## config.mk

```make
export PLATFORM = sky130hd
export DESIGN_NAME = multicycle_control
export DESIGN_NICKNAME = d
export VERILOG_FILES = /design/src/rtl/multicycle_control.sv
export SDC_FILE = /design/constraint.sdc
export NUM_CORES = 1
export LEC_CHECK = 0
export CORE_MARGIN = 4
export CORE_UTILIZATION = 58
export DETAILED_ROUTE_END_ITERATION = 10
export DONT_BUFFER_PORTS = 1
export PLACE_DENSITY = 0.74
export SLEW_MARGIN = 20
export SYNTH_ARGS = -nofsm -noshare
export SYNTH_HDL_FRONTEND = slang
export SYNTH_SLANG_ARGS = --single-unit
```

## constraint.sdc

```tcl
create_clock -name clk -period 2.9 [get_ports clk]
set_input_delay 0.145 -clock clk [delete_from_list [all_inputs] [get_ports clk]]
set_output_delay 0.145 -clock clk [all_outputs]
set_load 0.02 [all_outputs]
```

## src/rtl/multicycle_control.sv

```systemverilog
// Multicycle processor control FSM: FETCH -> DECODE -> EXEC -> (MEM) -> (WB) -> FETCH.
// Outputs are combinational from state, Instr, Zero and mem_ready; state advances on clk.
// Memory stalls hold FETCH/MEM until mem_ready; 16 stalled cycles lock the FSM in ERROR.
module multicycle_control (
  input  logic        clk,
  input  logic        Reset,
  input  logic [31:0] Instr,
  input  logic        Zero,
  input  logic        mem_ready,
  output logic        IR_WrEn,
  output logic        PC_sel,
  output logic        PC_LdEn,
  output logic        RF_WrEn,
  output logic        RF_WrData_sel,
  output logic        RF_B_sel,
  output logic        ALU_Bin_sel,
  output logic [3:0]  ALU_func,
  output logic        Mem_RdEn,
  output logic        Mem_WrEn,
  output logic        lui,
  output logic        lb,
  output logic        sb,
  output logic        Instr_done,
  output logic        err,
  output logic [2:0]  state
);

  typedef enum logic [2:0] {
    S_FETCH  = 3'd0,
    S_DECODE = 3'd1,
    S_EXEC   = 3'd2,
    S_MEM    = 3'd3,
    S_WB     = 3'd4,
    S_ERROR  = 3'd7
  } state_t;

  state_t     state_q, state_d;
  logic [3:0] wait_q, wait_d;

  logic [5:0] op;
  logic is_r, is_li, is_lui, is_addi, is_andi, is_ori;
  logic is_b, is_beq, is_bne, is_lb, is_lw, is_sb, is_sw;
  logic is_imm, is_load, is_store, is_mem, is_branch, is_valid;
  logic waiting, wait_last;

  // ALU controls shared between EXEC and MEM
  logic [3:0] alu_func_op;
  logic       bin_op;
  logic       rfb_op;

  assign op        = Instr[31:26];
  assign is_r      = (op == 6'b100000);
  assign is_li     = (op == 6'b111000);
  assign is_lui    = (op == 6'b111001);
  assign is_addi   = (op == 6'b110000);
  assign is_andi   = (op == 6'b110010);
  assign is_ori    = (op == 6'b110011);
  assign is_b      = (op == 6'b111111);
  assign is_beq    = (op == 6'b000000);
  assign is_bne    = (op == 6'b000001);
  assign is_lb     = (op == 6'b000011);
  assign is_sb     = (op == 6'b000111);
  assign is_lw     = (op == 6'b001111);
  assign is_sw     = (op == 6'b011111);

  assign is_imm    = is_li | is_lui | is_addi | is_andi | is_ori;
  assign is_load   = is_lb | is_lw;
  assign is_store  = is_sb | is_sw;
  assign is_mem    = is_load | is_store;
  assign is_branch = is_b | is_beq | is_bne;
  // An all-zero word decodes as beq but is treated as a nop
  assign is_valid  = (Instr != 32'd0) & (is_r | is_imm | is_mem | is_branch);

  // A wait cycle is a FETCH/MEM cycle with the memory not yet done
  assign waiting   = ((state_q == S_FETCH) || (state_q == S_MEM)) && !mem_ready;
  assign wait_last = (wait_q == 4'hF);
  assign wait_d    = waiting ? (wait_q + 4'd1) : 4'd0;

  // Per-opcode ALU operation and operand selects
  always_comb begin
    alu_func_op = 4'b0000;
    if (is_r)                alu_func_op = Instr[3:0];
    else if (is_andi)        alu_func_op = 4'b0010;
    else if (is_ori)         alu_func_op = 4'b0011;
    else if (is_beq|is_bne)  alu_func_op = 4'b0001;
    bin_op = is_imm | is_mem;
    rfb_op = is_imm | is_mem | is_branch;
  end

  // Next-state and output decode; anything not asserted stays 0
  always_comb begin
    state_d       = state_q;
    IR_WrEn       = 1'b0;
    PC_sel        = 1'b0;
    PC_LdEn       = 1'b0;
    RF_WrEn       = 1'b0;
    RF_WrData_sel = 1'b0;
    RF_B_sel      = 1'b0;
    ALU_Bin_sel   = 1'b0;
    ALU_func      = 4'b0000;
    Mem_RdEn      = 1'b0;
    Mem_WrEn      = 1'b0;
    lui           = 1'b0;
    lb            = 1'b0;
    sb            = 1'b0;
    Instr_done    = 1'b0;
    err           = 1'b0;
    case (state_q)
      S_FETCH: begin
        Mem_RdEn = 1'b1;
        // Reset forces FETCH; keep the IR from loading while it is held
        IR_WrEn  = mem_ready & ~Reset;
        if (mem_ready)      state_d = S_DECODE;
        else if (wait_last) state_d = S_ERROR;
      end
      S_DECODE: begin
        if (is_valid) begin
          state_d = S_EXEC;
        end else begin
          PC_LdEn    = 1'b1;
          Instr_done = 1'b1;
          state_d    = S_FETCH;
        end
      end
      S_EXEC: begin
        ALU_func    = alu_func_op;
        ALU_Bin_sel = bin_op;
        RF_B_sel    = rfb_op;
        lui         = is_lui;
        if (is_r || is_imm) begin
          state_d = S_WB;
        end else if (is_mem) begin
          state_d = S_MEM;
        end else begin
          PC_sel     = is_b | (is_beq & Zero) | (is_bne & ~Zero);
          PC_LdEn    = 1'b1;
          Instr_done = 1'b1;
          state_d    = S_FETCH;
        end
      end
      S_MEM: begin
        ALU_func    = alu_func_op;
        ALU_Bin_sel = bin_op;
        RF_B_sel    = rfb_op;
        Mem_RdEn    = is_load;
        Mem_WrEn    = is_store;
        lb          = is_lb;
        sb          = is_sb;
        if (mem_ready) begin
          if (is_load) begin
            state_d = S_WB;
          end else begin
            PC_LdEn    = 1'b1;
            Instr_done = 1'b1;
            state_d    = S_FETCH;
          end
        end else if (wait_last) begin
          state_d = S_ERROR;
        end
      end
      S_WB: begin
        RF_WrEn       = 1'b1;
        RF_WrData_sel = is_load;
        lb            = is_lb;
        lui           = is_lui;
        PC_LdEn       = 1'b1;
        Instr_done    = 1'b1;
        state_d       = S_FETCH;
      end
      S_ERROR: begin
        err     = 1'b1;
        state_d = S_ERROR;
      end
      default: state_d = S_FETCH;
    endcase
  end

  // State and wait counter registers; reset drops straight back to FETCH
  always_ff @(posedge clk or posedge Reset) begin
    if (Reset) begin
      state_q <= S_FETCH;
      wait_q  <= 4'd0;
    end else begin
      state_q <= state_d;
      wait_q  <= wait_d;
    end
  end

  assign state = state_q;

endmodule
```

### Word-level counts from Yosys, hierarchy flattened

Cells that the tools add are included.
Widths: inputs -> output; s select.

* bits in registers: 7
* input bits: 36
* output and inout bits: 21
* logic and storage cells: 88

* bitwise gates (word level): 23
* muxes and demuxes: 34
* add/subtract/negate cells: 1
* reductions and logical operators: 10
* eq/ne operators: 18

Operator list (number)
* $eq 6x6->1 const B: 7
* $reduce_bool 32->1: 1
* $mux 1: 19
* $or 1x1->1: 17
* $mux 3: 5
* $pmux 3 s5: 1
* $mux 4: 3
* $mux 2: 4
* $eq 3x2->1 const B: 2
* $eq 3x3->1 const B: 2
* $eq 6x1->1 const B: 1
* $eq 6x2->1 const B: 1
* $eq 6x3->1 const B: 1
* $eq 6x4->1 const B: 1
* $eq 6x5->1 const B: 1
* $logic_not 6->1: 1
* $reduce_or 2->1: 3
* $add 4x1->4 const B: 1
* $and 1x1->1: 4
* $eq 4x4->1 const B: 1
* $pmux 1 s4: 1
* $eq 3x1->1 const B: 1
* $logic_not 3->1: 1
* $logic_or 1x1->1: 2
* 4 further kinds: 5

### Longest topological paths before layout

Gate-level depths: netlist (run 1).

* depth in word-level cells: 11
* mapped depth: 7

### Worst setup path after synthesis (run 1)

No wires, ideal clock.

* path type: flip-flop to output port
* start: reg state_q[1], in the netlist state[1]
* end: out lb
* cell stages (with the launch flop): 5
* path buffers: 0
* arrival: 2.037 ns
* data required time: 2.755 ns
* setup slack: 0.718 ns
* cell sequence: dfrtp_1 -> inv_1 -> nor2_1 -> nand2_1 -> a2111oi_0

* longest elaborated chain between the ends: 3

RTL lines
* start, declared: RTL line 37 `state_t state_q, state_d;`
* start signal, assigned: RTL line 184 `state_q <= state_d;`
* $eq 3x2->1 / $eq 3x3->1 (equally long branches): RTL line 108 `case (state_q)`
* $reduce_or 2->1 (no source line) (*)
* $mux 1 (*): RTL line 108
* end, declared: RTL line 21 `output logic lb,`

Every way passes the cells marked *; elsewhere a longest branch is shown, timed or not.

### Worst setup path in the final report (run 1)

Same ends and word-level chain as after synthesis.

==> summary.txt, run 1 <==
Vias in the first global route - 969
Post-route minimum period - 2.30 ns
Status - finished clean
Synth warn - 0
Root Buffer - clkbuf_4
# clock sinks - 7
Commonest non-fill, non-tap cell in the layout - nor2_1
Vias per inst - 6.77
CP top delay family - flip-flops
Cell chain of the critical path - inv_1 -> nor2_1 -> nand2_1 -> a2111oi_1 -> buf_4
GR peak layer - met2
Worst setup margin - 0.603 ns
Final Cycle Share - 79.2%
Die area - 0.00244 sq mm
Startpoint Class - flop
Final core utilization - 62.7%
WP data arrival - 2.15 ns
Yosys cell types - 45
Sequential-to-total area share from yosys stat - 17.6%
Setup TNS - 0 ns
M3 GR Usage - 3.06%
Slowest stage delay, CP - 0.68 ns
Synth Instances - 136
LEAKAGE - 0.378 nW
Insertion delay to the later sink of the worst-skew pair - 0.25 ns
M1 GR Usage - 24.3%
Met2 GRT Util - 35.5%
Die height - 49.4 microns
Clock skew - 0.000667 ns
Mapped Area - 995 sq um
Placed wire-length estimate - 1950 microns
Total power - 355 uW
Mean cell area of the mapped netlist - 7.31 sq um
Share of cells above drive strength 1 - 11.9%
CP Max Fanout - 14
Fin. Hold Viols - 0
Top FF cell, synth - dfrtp_1
Starting density of the core - 63.8%
GPL Wtd Cong - 0.867
Unrepaired setup endpoints after global routing - no
Number of synthesized flops with an enable pin - 0
Clk buf depth - 2
Initial antenna violation count - 0
Fraction of registers with async set or reset after synthesis - 100%
Grt ovf - 0
Nets - 172
Core Footprint - 0.00156 sq mm
Cells after DPL - 145
Row count - 14
Setup bufs post-CTS - 0
Die W - 49.4 microns
Synth Register Bits - 7
Most frequent cells in the layout - nor2_1, a21oi_1, nand2_1
CTS tree - yes
Worst rel slew slack - 48.8%
Worst hold path class - in2reg
Worst Path Required - 2.76 ns
TritonRoute pass-1 iters - 4
Layout area overhead - -1.76%
Max-cap violations - 0
# port buffers - 0
Global-route wire length before repair - 4060 microns
Clk slew on worst S/H paths - 0.05 ns
TritonCTS Buffers - 3
# IOs - 57
Final setup viols - 0
WS Path Type - reg2out
Via count - 1016
Finished Layout Cells - 150
CP max stage cell - dfrtp_1
Crit end category - output port
Largest net degree at the start of global routing - 18
Post-Syn Nets - 173
GRT Total Usage - 19.8%
Maximum vdd drop - 450 uV
DRC - 0
Cell Pwr Density - 363 mW/mm^2
WL per Instance - 16.5 microns
Antenna Nets Post-Route - 0
Worst Max-Slew Pin Slew - 0.763 ns
H-tree depth - 1
Place WS - 0.876 ns
N_diodes - 0
Initial DRC count - 17
FMAX - 0.435 GHz
Worst path bufs/invs - 2
Routed wire length - 2480 microns
Fin. max-slew vios - 0
## cell type report
cell class | instances | area [sq um]
clock buffer | 4 | 26.3
sequential | 7 | 175
multi-input combinational | 112 | 697
timing repair buffer | 4 | 32.5
tap | 16 | 20.0
inverter | 7 | 26.3
fill | 146 | 582
## power by group
part,total (mW),internal (mW),switching (mW)
Sequential,0.142,0.109,0.0335
Combinational,0.124,0.0469,0.0771
Clock,0.0885,0.0525,0.0360
## kinds of logic after synthesis
logic type	share of synthesized area [%]
buf+inv	12.5
compound gates	24.5
simple gates	40.5
mux	1.01
xor+xnor	2.64
flops	17.6
fa+ha+maj	1.26
## worst register-to-register path, stage by stage, from the launching register on
cell and delay (ns):
dfrtp_1 0.60, or2_2 0.43, a211o_1 0.36, nor2_1 0.12
## path summary, 6_finish.rpt
check	endpoint	depth (start not counted)	slack, ns	start
max	lb	5	0.60	state[1]
max in group asynchronous	state[0]	2	2.42	Reset
min reg2reg	wait_q[0]	1	0.46	wait_q[0]
min	state[0]	2	0.08	mem_ready
max reg2reg	wait_q[2]	3	1.33	state[0]
min in group asynchronous	wait_q[0]	2	0.27	Reset
## state kept, by name, summed over array words and instances (netlist names)
| name | flops |
|---|---|
| wait_q | 4 |
| state | 3 |
## per-stage QoR
| step | hold slack (ns) | cell area (sq um) |
|---|---|---|
| 2_1_floorplan | -0.0516 | 995 |
| 3_3_place_gp | -0.0203 | 941 |
| 3_5_place_dp | -0.0233 | 941 |
| 4_1_cts | 0.0853 | 977 |
| 5_1_grt | 0.0967 | 977 |
| 6_report | 0.0775 | 977 |
## cell usage after synthesis, types with 4 or more instances
library cell  count  area [sq um]
buf_6             6          67.6
buf_4             4          30.0
nand3_1           7          35.0
inv_1             7          26.3
dfrtp_1           7           175
and3_1            4          25.0
nand2_1          11          41.3
a21oi_1          12          60.1
nor2_1           16          60.1
nor4_1            9          56.3
## layer usage
layer	vias to the layer above	part of all wire, %
met5	-	0
met4	0	0.32
met1	467	40
met3	2	7.8
li1	500	-
met2	47	51
## timing repair
item / 4_1_cts / 5_1_grt
hold endpoints to repair: 7 / 0
hold buffers: 1 / 0
gates resized for setup: 0 / 0
Note: power is estimated with default switching activity, not from simulation.
==> run 2, diff against run 1 <==
- ABC_AREA: default -> 1
- clock period: 2.9 -> 2.27 ns (I/O delays scaled with it)
==> run 2 against run 1 <==
Against the previous run:
- combinational power decreased by 67%
- largest power group unchanged
- wire length shrank 8.1%
- global-route usage increased by 3.7 points
- clock-buffer cell count did not move
- via count fell by 3.7%
==> summary.txt, run 2 <==
Status - finished clean (unchanged)
Area leader, netlist - dfrtp_1 (unchanged)
H-tree depth - 1 (unchanged)
Clk slew on worst S/H paths - 0.05 ns (about the same)
Startpoint Class - flop (unchanged)
Final hold slack - 0.0190 ns (was 0.0775 ns)
Yosys cell types - 27 (was 45)
Global-route wire length before repair - 3660 microns (was 4060 microns)
# clock sinks - 7 (unchanged)
Most common cell in the netlist - nor2_1 (unchanged)
Seq pwr share - 44.4% (was 40.1%)
Root Buffer - clkbuf_4 (unchanged)
GPL Wtd Cong - 0.831 (was 0.867)
Commonest non-fill, non-tap cell in the layout - nor2_1 (unchanged)
Synth top cells by count - nor2_1, nand2_1, inv_1, nand3_1, dfrtp_1 (was nor2_1, a21oi_1, nand2_1, nor4_1)
Synth Instances - 151 (was 136)
# IOs - 57 (unchanged)
Cell chain of the critical path - inv_1 -> nor3_2 -> inv_1 -> nand2_1 -> inv_2 -> a31oi_1 (was inv_1 -> nor2_1 -> nand2_1 -> a2111oi_1 -> buf_4)
Initial antenna violation count - 0 (unchanged)
WL per Instance - 13.0 microns (was 16.5 microns)
Yosys top cell area share - 20.1% (was 17.6%)
CP Max Fanout - 6 (was 14)
Cells after DPL - 170 (was 145)
Routed wire length - 2280 microns (was 2480 microns)
TritonCTS Buffers - 3 (unchanged)
Fillers - 143 (was 146)
FMAX - 0.514 GHz
LEAKAGE - 0.466 nW (was 0.378 nW)
Synth area leaders - dfrtp_1, nor2_1, nand2_1, inv_1, nand3_1 (was dfrtp_1, buf_6, a21oi_1, nor2_1, nor4_1)
Layout area overhead - 9.78% (was -1.76%)
Top FF cell, synth - dfrtp_1 (unchanged)
Slowest stage delay, CP - 0.58 ns (was 0.68 ns)
Largest net degree at the start of global routing - 9 (was 18)
Worst setup margin - 0.324 ns (was 0.603 ns)
Fin. max-slew vios - 0 (unchanged)
Vias in the first global route - 861 (was 969)
Share of cells above drive strength 1 - 14.4% (was 11.9%)
Synth warn - 0 (unchanged)
Sequential-to-total area share from yosys stat - 20.1% (was 17.6%)
Fraction of registers with async set or reset after synthesis - 100% (unchanged)
Largest register FFs - 4 (unchanged)
TritonRoute pass-1 iters - 4 (unchanged)
Net Switching - 75.4 uW (was 147 uW)
Insertion delay to the later sink of the worst-skew pair - 0.25 ns (about the same)
Via count - 978 (was 1016)
Worst rel slew slack - 58.8% (was 48.8%)
Clk buf depth - 2 (unchanged)
WS Path Type - reg2out (unchanged)
Placed wire-length estimate - 1920 microns (was 1950 microns)
Die height - 46.7 microns (was 49.4 microns)
Total power - 281 uW (was 355 uW)
Grt ovf - 0 (unchanged)
Final core utilization - 70.7% (was 62.7%)
Worst Path Required - 2.16 ns (was 2.76 ns)
Net Sw Frac - 26.8% (was 41.3%)
Die W - 46.7 microns (was 49.4 microns)
Starting density of the core - 64.4% (was 63.8%)
Area after DPL - 918 sq um (was 941 sq um)
Core Footprint - 0.00135 sq mm (was 0.00156 sq mm)
Worst hold path class - in2reg (unchanged)
Fin. Hold Viols - 0 (unchanged)
DRC - 0 (unchanged)
Nets - 198 (was 172)
Setup bufs post-CTS - 0 (unchanged)
Gate power share - 14.5% (was 35.0%)
Final setup viols - 0 (unchanged)
Setup TNS - 0 ns (unchanged)
Die area - 0.00218 sq mm (was 0.00244 sq mm)
Hold path depth - 3 (was 2)
Final instance area - 955 sq um (was 977 sq um)
Maximum vdd drop - 246 uV (was 450 uV)
Finished Layout Cells - 175 (was 150)
N_diodes - 0 (unchanged)
Max-cap violations - 0 (unchanged)
Cell Pwr Density - 295 mW/mm^2 (was 363 mW/mm^2)
WP data arrival - 1.83 ns (was 2.15 ns)
Post-Syn Nets - 188 (was 173)
Vias per inst - 5.59 (was 6.77)
Place WS - 0.592 ns (was 0.876 ns)
Most frequent cells in the layout - nor2_1, nand2_1, inv_1 (was nor2_1, a21oi_1, nand2_1)
# port buffers - 0 (unchanged)
Worst path depth - 6 (was 5)
Crit end category - output port (unchanged)
CP max stage cell - dfrtp_1 (unchanged)
Int Power - 206 uW (was 208 uW)
Register bank with the most flops - wait_q (unchanged)
Row count - 13 (was 14)
Clk pwr share - 41.2% (was 25.0%)
Antenna Nets Post-Route - 0 (unchanged)
Worst path bufs/invs - 3 (was 2)
Mean cell area of the mapped netlist - 5.76 sq um (was 7.31 sq um)
Worst R2R Path Depth - 7 (was 3)
CTS tree - yes (unchanged)
Clock skew - 0.000244 ns (was 0.000667 ns)
Synth Register Bits - 7 (unchanged)
Initial DRC count - 27 (was 17)
Number of synthesized flops with an enable pin - 0 (unchanged)
Post-route minimum period - 1.95 ns
GRT Total Usage - 23.6% (was 19.8%)
CP top delay family - flip-flops (unchanged)
Worst Max-Slew Pin Slew - 0.614 ns (was 0.763 ns)
Most used cell, CP - inv_1
Mapped Area - 870 sq um (was 995 sq um)
Final Cycle Share - 85.7%
Unrepaired setup endpoints after global routing - no (unchanged)
-- run 2: cell types whose count changed after synthesis, sizes merged, moves of 5 or more --
cell	delta
buf	-9
nor4	-10
nand3	+6
nor2	+22
a21oi	-8
inv	+18
nand2	+21
or2	-5
-- run 2: power groups by stage --
stage	Combinational [mW]	Sequential [mW]	Clock [mW]
after floorplan	0.0328	0.127	0
after global placement	0.0376	0.127	0
after detailed placement	0.0388	0.127	0
after CTS	0.0404	0.125	0.118
after global routing	0.0466	0.125	0.128
final	0.0407	0.125	0.116
-- run 2: cells by family (layout without fill, tap and decap cells) --
family	count (synthesis)	after routing	share of synthesized area, %
compound gates	19	19	13.1
fa+ha+maj	1	1	1.44
buf+inv	26	35	11.7
flops	7	7	20.1
simple gates	98	98	53.7
-- run 2: final timing paths --
check / start / to / slack [ns]
worst min-delay path: mem_ready / wait_q[2] / 0.02
max in group asynchronous: Reset / wait_q[0] / 1.81
min in group asynchronous: Reset / wait_q[3] / 0.24
worst max register to register: state[0] / state[1] / 0.82
worst max-delay path: state[1] / ALU_func[0] / 0.32
worst min register to register: wait_q[0] / wait_q[0] / 0.48
-- run 2: worst reg2reg max path: stages (launching register included) --
cell     delay, ns
dfrtp_1       0.54
nor2_2        0.22
nand2_1       0.13
a21oi_2       0.22
o21ai_0       0.11
inv_1         0.07
nor2_1        0.04
nand2_1       0.06
-- run 2: cell type report --
type / count / area, sq um / share of cell area [%]
multi-input cells: 118 / 593 / 62.1
flip-flops and latches: 7 / 175 / 18.3
inverters: 25 / 93.8 / 9.83
repair buffers: 6 / 47.5 / 4.98
clock buffers: 4 / 26.3 / 2.75
well taps: 15 / 18.8 / 1.97
-- run 2: routing by layer --
metal / vias to the layer above / GRT usage, % / wire length (microns)
met5: - / 0 / 0
met4: 0 / 6.63 / 0
met3: 0 / 5.47 / 282
met2: 59 / 38.7 / 1040
met1: 413 / 30.9 / 957
li1: 506 / - / -
-- run 2: timing repair --
action	4_1_cts	5_1_grt
hold endpoints to repair	7	0
gates resized for setup	0	0
hold buffers	1	0
